### src/rtl/fpnew_result_buffer.sv
// Result FIFO that sits after an fpnew opgroup block. It buffers results, presents them
// to writeback in arrival order, and accumulates sticky IEEE flags over retired entries.
module fpnew_result_buffer #(
  parameter int unsigned Width    = 32,
  parameter int unsigned Depth    = 4,
  parameter type         TagType  = logic,
  parameter int unsigned CntWidth = $clog2(Depth + 1)
) (
  input  logic                clk_i,
  input  logic                rst_i,
  input  logic                flush_i,
  input  logic [Width-1:0]    in_result_i,
  input  logic [4:0]          in_status_i,
  input  logic                in_ext_bit_i,
  input  TagType              in_tag_i,
  input  logic                in_valid_i,
  output logic                in_ready_o,
  output logic [Width-1:0]    out_result_o,
  output logic [4:0]          out_status_o,
  output logic                out_ext_bit_o,
  output TagType              out_tag_o,
  output logic                out_valid_o,
  input  logic                out_ready_i,
  output logic [4:0]          fflags_o,
  input  logic                fflags_clr_i,
  output logic [CntWidth-1:0] count_o,
  output logic                busy_o
);

  localparam int unsigned AddrWidth = (Depth > 1) ? $clog2(Depth) : 1;

  typedef struct packed {
    logic [Width-1:0] result;
    logic [4:0]       status;
    logic             ext_bit;
    TagType           tag;
  } entry_t;

  entry_t                mem [Depth];
  entry_t                head;
  logic [AddrWidth-1:0]  wr_ptr;
  logic [AddrWidth-1:0]  rd_ptr;
  logic [CntWidth-1:0]   count_q;
  logic [4:0]            fflags_q;
  logic                  push;
  logic                  pop;

  // Handshake flags come only from the registered count, so in_ready_o never
  // depends combinationally on out_ready_i.
  assign in_ready_o  = (count_q != CntWidth'(Depth));
  assign out_valid_o = (count_q != '0);
  assign busy_o      = out_valid_o;
  assign count_o     = count_q;
  assign fflags_o    = fflags_q;

  // A flush cycle swallows any handshake presented with it.
  assign push = in_valid_i & in_ready_o & ~flush_i;
  assign pop  = out_valid_o & out_ready_i & ~flush_i;

  assign head          = out_valid_o ? mem[rd_ptr] : '0;
  assign out_result_o  = head.result;
  assign out_status_o  = head.status;
  assign out_ext_bit_o = head.ext_bit;
  assign out_tag_o     = head.tag;

  // NOTE: storage is deliberately not reset; the count gates every read, so stale
  // contents are never visible and the array can map onto plain flops or RAM.
  always_ff @(posedge clk_i) begin
    if (push) begin
      mem[wr_ptr] <= '{result: in_result_i, status: in_status_i,
                       ext_bit: in_ext_bit_i, tag: in_tag_i};
    end
  end

  // NOTE: all state updates use non-blocking assignments so every register samples
  // the pre-edge values of its neighbours, independent of statement order.
  always_ff @(posedge clk_i) begin
    if (rst_i) begin
      wr_ptr  <= '0;
      rd_ptr  <= '0;
      count_q <= '0;
    end else if (flush_i) begin
      wr_ptr  <= '0;
      rd_ptr  <= '0;
      count_q <= '0;
    end else begin
      if (push) wr_ptr <= wr_ptr + AddrWidth'(1);
      if (pop)  rd_ptr <= rd_ptr + AddrWidth'(1);
      case ({push, pop})
        2'b10:   count_q <= count_q + CntWidth'(1);
        2'b01:   count_q <= count_q - CntWidth'(1);
        default: count_q <= count_q;
      endcase
    end
  end

  // Clear takes effect before the flags of a same-cycle pop are merged in.
  always_ff @(posedge clk_i) begin
    if (rst_i) begin
      fflags_q <= '0;
    end else if (fflags_clr_i) begin
      fflags_q <= pop ? head.status : 5'b0;
    end else if (pop) begin
      fflags_q <= fflags_q | head.status;
    end
  end

endmodule

### config.mk
export PLATFORM = sky130hd
export DESIGN_NAME = fpnew_result_buffer
export DESIGN_NICKNAME = d
export VERILOG_FILES = /design/src/rtl/fpnew_result_buffer.sv
export SDC_FILE = /design/constraint.sdc
export NUM_CORES = 1
export LEC_CHECK = 0
export ABC_CLOCK_PERIOD_IN_PS = 6380
export BUFFER_PORTS_ARGS = -buffer_cell sky130_fd_sc_hd__buf_2
export CAP_MARGIN = 20
export CELL_PAD_IN_SITES_DETAIL_PLACEMENT = 0
export CELL_PAD_IN_SITES_GLOBAL_PLACEMENT = 2
export CORE_MARGIN = 3
export CORE_UTILIZATION = 25
export CTS_BUF_LIST = sky130_fd_sc_hd__clkbuf_8
export DETAILED_ROUTE_END_ITERATION = 8
export GPL_TIMING_DRIVEN = 0
export PLACE_DENSITY_LB_ADDON = 0.1
export RECOVER_POWER = 50
export SLEW_MARGIN = 15
export SYNTH_ARGS = -nofsm -noshare
export SYNTH_HDL_FRONTEND = slang
export SYNTH_SLANG_ARGS = --single-unit
### constraint.sdc
create_clock -name clk_i -period 6.38 [get_ports clk_i]
set_input_delay 0.638 -clock clk_i [delete_from_list [all_inputs] [get_ports clk_i]]
set_output_delay 0.638 -clock clk_i [all_outputs]
set_load 0.03 [all_outputs]
Word-level counts from Yosys, hierarchy flattened
Memory sizes are Yosys's and may differ from the RTL's. A register that Yosys moved wholly into a read port is not among the register bits.
Cells that the tools add are included.

storage, ports and cells
  register bits = 12
  memory bits (writable) = 156
  input port bits = 45
  output and inout bits = 50
  word-level logic and storage cells = 31
  memories kept = 1

cells by class
  add/sub/neg operators = 4
  eq/ne operators = 3
  muxes and demuxes = 9
  bitwise gates (word level) = 6
  reductions and logical operators = 4

memory list
  memory  words  bits a word  rd ports  clocked after Yosys merged registers in  wr ports  line  text
  mem     4      39           1         1                                        1         39    entry_t mem [Depth];

operator list
  operator                                          count
  two-way mux 39 bit                                1
  two-way mux 5 bit                                 3
  one-hot mux 3 bit (2 select lines)                1
  bitwise OR 5 bit                                  1
  adder 2 x 1 -> 2 bit, second input constant       2
  AND 1 bit                                         4
  two-way mux 2 bit                                 2
  nonzero test 2 bit                                2
  adder 3 x 1 -> 3 bit, second input constant       1
  != test 3 bit, second input constant              1
  nonzero test 3 bit                                1
  subtractor 3 x 1 -> 3 bit, second input constant  1
  == test 2 x 1 -> 1 bit, second input constant     1
  == test 2 bit, second input constant              1
  two-way mux 1 bit                                 2
  OR reduction 2 bit                                1
  inverter 1 bit                                    1

Logic depth before layout (Yosys ltp)
  word-level depth = 5
  mapped depth = 9

Worst setup path before layout
No wires, ideal clock.

  kind = reg2reg
  start = reg count_q[0], in the netlist count_o[0]
  end = mem mem[0][0] (netlist name), enable pin
  library setup time = 0.400 ns
  data arrival time = 1.997 ns
  required time = 5.980 ns
  setup slack = 3.983 ns
  stages on the path, launching flop included = 4
  path buffers = 0
  clock period less this slack = 2.397 ns
  cells stage by stage = dfxtp_1 -> nor3b_1 -> nor3_1 -> and2_1

on the way
  longest elaborated chain between the ends = 5

RTL lines
  what                                     line  text
  start, declared                          43    logic [CntWidth-1:0] count_q;
  start signal, assigned                   90    2'b10: count_q <= count_q + CntWidth'(1);
  start signal, assigned                   91    2'b01: count_q <= count_q - CntWidth'(1);
  start signal, assigned                   92    default: count_q <= count_q;
  != test 3 bit                            50    assign in_ready_o = (count_q != CntWidth'(Depth));
  AND 1 bit (2 in a row)                   57    assign push = in_valid_i & in_ready_o & ~flush_i;
  two-way mux 1 bit                        69    if (push) begin
  two-way mux 1 bit (not written as such)  70    mem[wr_ptr] <= '{result: in_result_i, status: in_status_i,
  end, declared                            39

Every way passes these cells.

Final worst setup path
  start = reg count_q[0], in the netlist count_o[0]
  end = mem mem[0][27] (netlist name), enable pin

Same word-level chain as after synthesis.

==> results.tsv <==
stage	metric	value	unit
status	status	finished, violations left	
status	violations	max-capacitance violations, max-slew violations	
floorplan	num_rows	58	
place	port_buffers	94	
timing	rsz0062_at_grt	false	
cells_and_area	diodes	0	
grt	first_global_vias	3562	
cells_and_area	area_delta_synth_final	18.4	%
place	place_hpwl	8.60	mm
grt	antenna_found_initial	0	
grt	grt_max_degree	40	
floorplan	dieWidth	167	um
cells_and_area	drive_gt1_share	28.6	%
cells_and_area	final_cell_count_no_fill	770	
floorplan	die-height	167	um
worst_setup_path	end_kind	register	
place	dp_worst_setup_slack	3.65	ns
cts	cts-resized-gates	0	
drt	viasPerCell	4.21	
yosys	synthDistinctLibCells	24	
pwr	leakage	2.47	nW
yosys	synth_nets	366	
worst_setup_path	path_class	reg2reg	
place	placed_area	0.00741	sq mm
grt	grt_usage	10.6	%
worst_setup_path	crit_required	6.35	ns
floorplan	core_region_area	0.0254	sq mm
timing	setup_violations	0	
drt	avgRoutedWirePerCell	18.8	um
floorplan	start_util	25.6	%
worst_setup_path	cp.arrival	3.98	ns
drt	wl	14.5	mm
cts	h-tree-depth	4	
min_path	hp-class	in2reg	
timing	fmax	0.249	GHz
yosys	synth_area	0.00651	sq mm
place	placed_cells	739	
cts	cts_inserted_buffers	17	
timing	post-route-min-period	4.01	ns
timing	tightestPinTransition	3.37	ns
timing	fin_crit_sh	62.9	%
worst_setup_path	crit_path_start_kind	register	
yosys	yosysWarnings	0	
cts	clk_latency	0.44	ns
floorplan	die_area	0.0280	sq mm
pwr	irDropWorstVdd	0.0988	mV
grt	overflow	0	
drt	drcViolationCount	0	
worst_setup_path	cp_slowest_stage_delay	2.51	ns
yosys	syn_inst	315	
cells_and_area	nets	479	
drt	ant_nets	0	
cells_and_area	fill_cells	2565	
cells_and_area	finalInstanceArea	0.00771	sq mm
drt	drt_iter0_drc	166	
yosys	ys_seq_area_share	76.2	%
cts	clk_pin_slew	0.10	ns
cts	numClockSinks	170	
cts	cts_buffer_depth	2	
timing	slew_headroom	-125	%
timing	finClkSkew	0.0166	ns
yosys	syn_avg_cell_area	20.7	sq um
timing	slew_viol_final	80	
worst_setup_path	cp_max_fo	39	
job	max_cap_violations	2	
cts	hold_buffers	0	
pwr	cellPowerDensity	268	mW/mm^2
cells_and_area	final_common_cell	edfxtp_1	
worst_setup_path	crit_chain	nor3b_1 -> nor3_1 -> and2_0	
worst_setup_path	slowest_stage	and2_0	
yosys	ys_ff_latch	170	
floorplan	io_pins	95	
grt	grt_pass1_wl	21.9	mm
cells_and_area	postLayoutCoreUtil	30.4	%
drt	firstDrtPassIters	4	
place	place.gp.congestion	0.654	
cts	cts_setup_buffers	0	
timing	hold_viol	0	
timing	fin_setup_tns	0	ns
drt	vias	3245	
cts	cts_tree	built	
timing	fin_ws	2.37	ns
cts	clockRootBuffer	clkbuf_8	
cells_and_area	final_cell_mix	156 x edfxtp_1, 54 x clkbuf_1, 49 x buf_2	
## final cells by class
cell class              count  area, sq um  area share [%]
plain buffers              14         81.3            1.05
well taps                 330          413            5.35
clock buffers              17          234            3.03
clock inverters            14          138            1.78
inverters                   9         33.8           0.438
flip-flops and latches    170         4960            64.4
multi-input cells         122         1440            18.7
repair buffers             94          412            5.34
## routing by layer
metal	vias up	wire length, um	track usage [%]
met3	5	655	3.05
li1	1475	-	-
met5	-	0	0
met1	1685	6550	13.7
met2	80	7190	17.8
met4	0	110	2.77
## state kept, by name, indices dropped and copies added, names as in the netlist, named ones only
| name | flops |
|---|---|
| fflags_o | 5 |
| rd_ptr | 2 |
| mem | 156 |
| wr_ptr | 2 |
| count_o | 3 |
## logic make-up after synthesis
family          after synthesis  share of synthesized area [%]
simple gates                 59                           5.26
flops                       170                           76.2
xor+xnor                      4                          0.538
fa+ha+maj                     6                           1.27
mux                          39                           13.5
compound gates               14                           1.46
buf+inv                      23                           1.77
## synth_stat cells (all sizes together)
master  number  share of area [%]
or3          1              0.096
and2         4               0.38
o311ai       1               0.13
nand3        2               0.15
nor3b        1               0.12
a21oi        4               0.31
clkbuf       7               0.40
nor2b       39                3.7
o21ai        3               0.23
or2          1              0.096
nor3         2               0.15
nor2         9               0.52
fa           1               0.31
ha           5               0.96
o31ai        1               0.12
dfxtp       14                4.3
mux4        39                 13
a22o         5               0.67
edfxtp     156                 72
xor2         4               0.54
buf          7               0.85
inv          9               0.52
## worst max-delay path: cells and delay by family (launching register included)
kind | cells | cell delay (ns)
AND/OR/NAND/NOR | 3 | 3.05
flip-flops | 1 | 0.47
## metrics by stage
step	power (W)	hold slack (ns)
global route	0.00216	0.416
global placement	0.00137	0.455
detailed placement	0.00137	0.463
finish	0.00207	0.441
floorplan	0.00132	0.484
CTS	0.00211	0.355
## power by group
part           switching, W  leakage, nW  total (W)  internal [W]
Sequential       0.00000441         1.53    0.00124       0.00123
Combinational     0.0000657        0.748   0.000101     0.0000351
Clock              0.000410        0.194   0.000728      0.000318
## path summary, 6_finish.rpt
kind | cells past startpoint | slack [ns] | endpoint | from
setup / recovery | 3 | 2.37 | mem[0][27] | count_o[0]
hold / removal | 1 | 0.44 | mem[3][15] | in_result_i[8]
setup reg to reg | 3 | 2.37 | mem[0][27] | count_o[0]
hold reg to reg | 1 | 0.49 | fflags_o[4] | fflags_o[4]
(Power assumes the default switching activity.)
